## config.mk

```make
export PLATFORM = sky130hd
export DESIGN_NAME = spike_event_logger
export DESIGN_NICKNAME = d
export VERILOG_FILES = /design/src/rtl/neuron_pkg.sv /design/src/rtl/sync_fifo_fwft.sv /design/src/rtl/spike_event_logger.sv
export SDC_FILE = /design/constraint.sdc
export NUM_CORES = 1
export LEC_CHECK = 0
export CORE_AREA = 2 2 115 117
export CTS_CLUSTER_DIAMETER = 80
export DETAILED_ROUTE_END_ITERATION = 8
export DIE_AREA = 0 0 117 119
export PLACE_DENSITY = 0.78
export RECOVER_POWER = 50
export SYNTH_ARGS = -nofsm -noshare
export SYNTH_HDL_FRONTEND = slang
export SYNTH_SLANG_ARGS = --single-unit
```

## constraint.sdc

```tcl
create_clock -name clk -period 4.6 [get_ports clk]
set_clock_uncertainty 0.15 [all_clocks]
set_input_delay 0.69 -clock clk [delete_from_list [all_inputs] [get_ports clk]]
set_output_delay 0.69 -clock clk [all_outputs]
set_load 0.01 [all_outputs]
```

## src/rtl/neuron_pkg.sv

```systemverilog
// -----------------------------------------------------------------------------
// neuron_pkg
// Shared definitions for the HH/STDP neuron pair and its spike event logger.
//   DEFAULT_TS_WIDTH : default width of the free-running event timestamp
//   FLAG_*           : two-bit {flag_a, flag_b} tags carried by each event entry
//   entry_width()    : width of one logged entry for a given timestamp width
// -----------------------------------------------------------------------------
package neuron_pkg;

  localparam int DEFAULT_TS_WIDTH = 14;

  // An all-zero flag pair only ever accompanies the all-ones timestamp and
  // marks a timestamp rollover rather than a spike.
  localparam logic [1:0] FLAG_WRAP = 2'b00;
  localparam logic [1:0] FLAG_A    = 2'b10;
  localparam logic [1:0] FLAG_B    = 2'b01;
  localparam logic [1:0] FLAG_AB   = 2'b11;

  function automatic int entry_width(input int ts_width);
    return ts_width + 2;
  endfunction

endpackage

```

## src/rtl/sync_fifo_fwft.sv

```systemverilog
// -----------------------------------------------------------------------------
// sync_fifo_fwft
// Single-clock first-word-fall-through FIFO. The head entry is presented on
// head_data whenever the FIFO is non-empty; a pop simply advances past it.
//   clk, reset_n : clock and asynchronous active-low reset
//   push         : write request (accepted when not full, or full with a pop)
//   push_data    : entry to write
//   pop          : read request (ignored when empty)
//   full, empty  : occupancy status
//   count        : current occupancy, 0..DEPTH
//   head_data    : oldest entry, zero when empty
// Storage is not reset; only pointers and occupancy are.
// -----------------------------------------------------------------------------
module sync_fifo_fwft
  import neuron_pkg::*;
#(
  parameter int WIDTH = 16,
  parameter int DEPTH = 8,
  localparam int ADDR_W = $clog2(DEPTH)
) (
  input  logic              clk,
  input  logic              reset_n,
  input  logic              push,
  input  logic [WIDTH-1:0]  push_data,
  input  logic              pop,
  output logic              full,
  output logic              empty,
  output logic [ADDR_W:0]   count,
  output logic [WIDTH-1:0]  head_data
);

  localparam logic [ADDR_W:0] FULL_COUNT = (ADDR_W + 1)'(DEPTH);

  logic [WIDTH-1:0]  r_mem [DEPTH];
  logic [ADDR_W-1:0] r_wr_ptr;
  logic [ADDR_W-1:0] r_rd_ptr;
  logic [ADDR_W:0]   r_count;
  logic              w_pop_ok;
  logic              w_push_ok;

  assign full  = (r_count == FULL_COUNT);
  assign empty = (r_count == '0);
  assign count = r_count;

  // A full FIFO still accepts a write when the head leaves in the same cycle;
  // there is no empty-to-output bypass, so a write always lands in storage.
  assign w_pop_ok  = pop & ~empty;
  assign w_push_ok = push & (~full | w_pop_ok);

  assign head_data = empty ? '0 : r_mem[r_rd_ptr];

  always_ff @(posedge clk) begin
    if (w_push_ok) begin
      r_mem[r_wr_ptr] <= push_data;
    end
  end

  // DEPTH is a power of two, so pointers wrap by natural overflow.
  always_ff @(posedge clk or negedge reset_n) begin
    if (!reset_n) begin
      r_wr_ptr <= '0;
      r_rd_ptr <= '0;
      r_count  <= '0;
    end else begin
      if (w_push_ok) begin
        r_wr_ptr <= r_wr_ptr + ADDR_W'(1);
      end
      if (w_pop_ok) begin
        r_rd_ptr <= r_rd_ptr + ADDR_W'(1);
      end
      case ({w_push_ok, w_pop_ok})
        2'b10:   r_count <= r_count + (ADDR_W + 1)'(1);
        2'b01:   r_count <= r_count - (ADDR_W + 1)'(1);
        default: r_count <= r_count;
      endcase
    end
  end

endmodule

```

## src/rtl/spike_event_logger.sv

```systemverilog
// -----------------------------------------------------------------------------
// spike_event_logger
// Stamps rising edges of the presynaptic (a) and postsynaptic (b) spike lines
// with a free-running timestamp and queues them for readout.
//   clk, reset_n : clock and asynchronous active-low reset
//   en           : logging enable; gates timestamp advance and event pushes
//   spike_a/b    : registered spike levels from the two neurons
//   rd_ready     : consumer ready; with rd_valid forms the pop handshake
//   rd_valid     : head entry valid
//   rd_data      : {flag_a, flag_b, timestamp}, zero when not valid
//   count        : FIFO occupancy, 0..DEPTH
//   overflow     : sticky flag, set when an event was dropped on a full FIFO
//   clear_ovf    : synchronous clear of overflow (a same-cycle drop wins)
// -----------------------------------------------------------------------------
module spike_event_logger
  import neuron_pkg::*;
#(
  parameter int TS_WIDTH = DEFAULT_TS_WIDTH,
  parameter int DEPTH    = 8,
  parameter int ADDR_W   = $clog2(DEPTH)
) (
  input  logic                 clk,
  input  logic                 reset_n,
  input  logic                 en,
  input  logic                 spike_a,
  input  logic                 spike_b,
  input  logic                 rd_ready,
  output logic                 rd_valid,
  output logic [TS_WIDTH+1:0]  rd_data,
  output logic [ADDR_W:0]      count,
  output logic                 overflow,
  input  logic                 clear_ovf
);

  localparam int ENTRY_W = entry_width(TS_WIDTH);

  logic                r_spike_a_q;
  logic                r_spike_b_q;
  logic [TS_WIDTH-1:0] r_ts;
  logic                r_overflow;

  logic                w_ev_a;
  logic                w_ev_b;
  logic                w_any_ev;
  logic                w_ts_max;
  logic                w_push_req;
  logic [ENTRY_W-1:0]  w_push_data;
  logic                w_full;
  logic                w_empty;
  logic                w_drop;

  // The delayed copies track the lines even while logging is disabled, so a
  // level that is already high when en rises is not mistaken for a new spike.
  always_ff @(posedge clk or negedge reset_n) begin
    if (!reset_n) begin
      r_spike_a_q <= 1'b0;
      r_spike_b_q <= 1'b0;
    end else begin
      r_spike_a_q <= spike_a;
      r_spike_b_q <= spike_b;
    end
  end

  assign w_ev_a   = spike_a & ~r_spike_a_q;
  assign w_ev_b   = spike_b & ~r_spike_b_q;
  assign w_any_ev = w_ev_a | w_ev_b;

  always_ff @(posedge clk or negedge reset_n) begin
    if (!reset_n) begin
      r_ts <= '0;
    end else if (en) begin
      r_ts <= r_ts + TS_WIDTH'(1);
    end
  end

  assign w_ts_max = &r_ts;

  // Entries carry the pre-increment timestamp. In the rollover cycle a spike
  // entry takes the place of the wrap marker: its all-ones timestamp already
  // tells the consumer the counter wrapped.
  assign w_push_req  = en & (w_any_ev | w_ts_max);
  assign w_push_data = w_any_ev ? {w_ev_a, w_ev_b, r_ts} : {FLAG_WRAP, r_ts};

  sync_fifo_fwft #(
    .WIDTH (ENTRY_W),
    .DEPTH (DEPTH)
  ) u_fifo (
    .clk       (clk),
    .reset_n   (reset_n),
    .push      (w_push_req),
    .push_data (w_push_data),
    .pop       (rd_ready),
    .full      (w_full),
    .empty     (w_empty),
    .count     (count),
    .head_data (rd_data)
  );

  assign rd_valid = ~w_empty;

  // A full FIFO is never empty, so rd_ready alone decides whether the head
  // leaves and frees a slot for the incoming entry.
  assign w_drop = w_push_req & w_full & ~rd_ready;

  always_ff @(posedge clk or negedge reset_n) begin
    if (!reset_n) begin
      r_overflow <= 1'b0;
    end else if (w_drop) begin
      r_overflow <= 1'b1;
    end else if (clear_ovf) begin
      r_overflow <= 1'b0;
    end
  end

  assign overflow = r_overflow;

endmodule

```

==> reports/results.tsv <==
stage	metric	value	unit
sta	setup_tns	0	ns
placement	gp_congestion	0.741	
global_route	grt_first_pass_wirelength	18.4	mm
detailed_routing	drt-vias-per-instance	5.45	
final_layout	area_delta_synth_final	17.7	%
critical_path	path_max_fanout	11	
clock_tree	ctsHoldBuffers	0	
hold_path	hp-class	flop to flop	
critical_path	r2r_end	u_fifo.count[2]	
floorplan	rows	42	
power_and_ir_drop	p_per_area	640	mW/mm2
detailed_routing	vias	3046	
floorplan	io_pins	29	
clock_tree	cts_setup_buffers	0	
sta	slew_headroom	-2.22	%
clock_tree	clk_path_buf_depth	2	
critical_path	critical_path_class	flop to primary output	
final_layout	fin_util	57.3	%
global_route	grt_use_total	18.8	%
critical_path	crit_slowest_cell	nor4_1	
sta	drv_slew	8	
floorplan	start_util	48.7	%
floorplan	die-width	117	um
synthesis	ys_types	38	
critical_path	start_kind	flop	
clock_tree	cts_root_buf	clkbuf_16	
detailed_routing	routed_wl	11.9	mm
detailed_routing	first_pass_iters	4	
detailed_routing	drc	0	
critical_path	crit_family	simple AND/OR/NAND/NOR gates	
outcome	status	finished, violations left	
power_and_ir_drop	p_int	3350	uW
placement	hpwl	6.85	mm
job	max_cap_viol_count	2	
hold_path	hp-start	u_fifo.count[3]	
floorplan	die_area	0.0139	mm2
synthesis	seq_area_frac_synth	72.1	%
synthesis	yosys-top-cells-area	edfxtp_1 (61%), mux4_2 (12%), dfrtp_1 (11%), mux2i_1 (2.6%), xnor2_1 (1.8%)	
clock_tree	cts_resized	0	
power_and_ir_drop	p_sw	1370	uW
global_route	antenna_found_initial	0	
sta	tightest_slew	1.52	ns
clock_tree	cts_tree	built	
sta	rsz0062_at_grt	false	
clock_tree	cts.clk_slew.worst_paths	0.06	ns
clock_tree	numCtsBuffers	17	
synthesis	synth_fp_nets	341	
critical_path	reg2regPathDepth	10	
sta	finalHoldViolations	0	
global_route	overflow	0	
floorplan	core_area	0.0129	mm2
final_layout	n_antenna_cell	0	
outcome	violations	max-capacitance violations, max-slew violations	
synthesis	yosys_warnings	0	
critical_path	crit_arrival	3.11	ns
critical_path	critical_path_buf_inv_count	2	
synthesis	synth_top_area_share	61.4	%
sta	period_minus_slack	3.95	ns
synthesis	synth_edf_count	128	
synthesis	async_reset_ff_share	17.4	%
global_route	grt_max_degree	28	
critical_path	rrSetupSlack	0.93	ns
clock_tree	cts.sinks	155	
floorplan	dieHeight	119	um
synthesis	ys.flop_type	edfxtp_1	
global_route	grt_pass1_vias	3223	
synthesis	syn_area	0.00626	mm2
critical_path	worstPathCellList	nor4_1 > buf_4 > nor2_1 > clkdlybuf4s50_1	
synthesis	synth_commonest_cells	edfxtp_1 (128), mux4_2 (32), dfrtp_1 (27)	
power_and_ir_drop	power_leakage	0.00256	uW
final_layout	layout-drive-gt1-share	22.5	%
power_and_ir_drop	combPwrFrac	27.3	%
critical_path	crit_end	rd_data[0]	
synthesis	synth_most_common_cell	edfxtp_1	
synthesis	yosysTopAreaCell	edfxtp_1	
synthesis	avgSynthCellArea	19.1	um2
synthesis	syn_inst	328	
critical_path	crit_cells	4	
power_and_ir_drop	peakVddDrop	0.352	mV
sta	period_share	86.0	%
final_layout	nets	383	
critical_path	worstPathRequired	3.76	ns
clock_tree	insertion_delay	0.41	ns
power_and_ir_drop	pwr-share-seq	44.0	%
power_and_ir_drop	p_clk_share	28.7	%
placement	numPortBuffers	28	
detailed_routing	avgRoutedWirePerCell	21.4	um
clock_tree	cts-htree-levels	4	
sta	setup_viol	0	
detailed_routing	drtIter0Drc	206	
critical_path	critPathMaxStageDelay	1.28	ns
synthesis	ys_ff_latch	155	
sta	fmax	253	MHz
critical_path	reg2reg_from	u_fifo.count[1]	
critical_path	startpoint	u_fifo.count[1]	
power_and_ir_drop	swShare	28.9	%
critical_path	cp-end-kind	primary output	
detailed_routing	ant_nets	0	
==> area by class of cell <==
class                   count  area (um2)
multi-input cells         151        1640
repair buffers             42         394
fillers                   951        5500
well taps                 176         220
clock inverters            14         154
clock buffers              18         429
flip-flops and latches    155        4520
inverters                   3        11.3
==> metal layers <==
| layer | wire, um | up-vias | global-route usage (%) |
|---|---|---|---|
| met2 | 6130 | 104 | 29.0 |
| met3 | 594 | 13 | 4.89 |
| met5 | 0 | - | 0 |
| li1 | - | 1374 | - |
| met1 | 5020 | 1555 | 25.0 |
| met4 | 197 | 0 | 8.75 |
==> worst min-delay path by stage <==
stage / end / slack [ns] / depth (start not counted)
3_3_place_gp: overflow / 0.38 / 2
2_1_floorplan: overflow / 0.24 / 0
5_1_grt: overflow / 0.41 / 2
3_5_place_dp: overflow / 0.39 / 2
6_report: u_fifo.count[3] / 0.39 / 1
4_1_cts: overflow / 0.40 / 2
==> sequential cells by signal (all words and copies together), names as in the netlist <==
register / count
r_ts: 14
u_fifo.r_rd_ptr: 3
u_fifo.r_mem: 128
r_spike_a_q: 1
u_fifo.r_wr_ptr: 3
r_spike_b_q: 1
u_fifo.count: 4
overflow: 1
==> layout by cell type (no fill, tap or decap), types with 2 or more instances in the layout <==
cell / instances
nand3_1: 2
buf_4: 12
clkinv_1: 2
mux2_2: 2
mux2i_1: 16
clkinvlp_4: 3
inv_1: 2
ha_1: 6
dfrtp_1: 26
nor4b_4: 3
nand4_1: 6
clkbuf_1: 2
clkinv_2: 5
bufinv_16: 3
dlygate4sd3_1: 4
nor3_1: 5
nand3b_1: 4
mux4_2: 32
clkdlybuf4s50_1: 24
xor2_1: 9
xnor2_1: 13
clkbuf_16: 17
nor2_1: 24
nor2b_1: 2
edfxtp_1: 128
nor4_1: 2
nand2_1: 9
==> cells by family (layout without fill, tap and decap cells) <==
kind of cell,Yosys count,in the layout,synth area share (%)
AND/OR/NAND/NOR,65,65,6.27
adder cells (fa/ha/maj),6,6,1.20
multiplexers,52,52,14.8
flip-flops,155,155,72.1
XOR/XNOR,22,22,3.08
AO/OA/AOI/OAI,6,6,0.639
buffers and inverters,22,77,1.84
==> worst reg2reg max path, stage by stage (launching register included) <==
cell	delay, ns
dfrtp_1	0.47
nor4_1	1.28
inv_2	0.06
and2_0	0.35
ha_1	0.34
xor2_1	0.17
ha_1	0.18
a21oi_1	0.14
xor2_1	0.17
nor2_1	0.07
xor2_1	0.16
==> stage by stage <==
stage          instances  hold slack, ns  setup slack, ns  area (um2)  total power (uW)
2_1_floorplan        328           0.244            0.865        6260              2840
3_3_place_gp         527           0.376            0.631        6820              3360
3_5_place_dp         527           0.386            0.431        6820              3410
4_1_cts              559           0.399            0.889        7400              4780
5_1_grt              559           0.415            0.459        7370              4930
6_report             559           0.388            0.645        7370              4720
==> power groups by stage <==
stage | Combinational [uW] | Clock, uW | Sequential, uW
after floorplan | 941 | 0 | 1900
after global placement | 1270 | 0 | 2090
after detailed placement | 1300 | 0 | 2110
after CTS | 1320 | 1370 | 2090
after global routing | 1390 | 1420 | 2120
final | 1290 | 1350 | 2080
No activity file was read; power rests on OpenSTA's default activity.
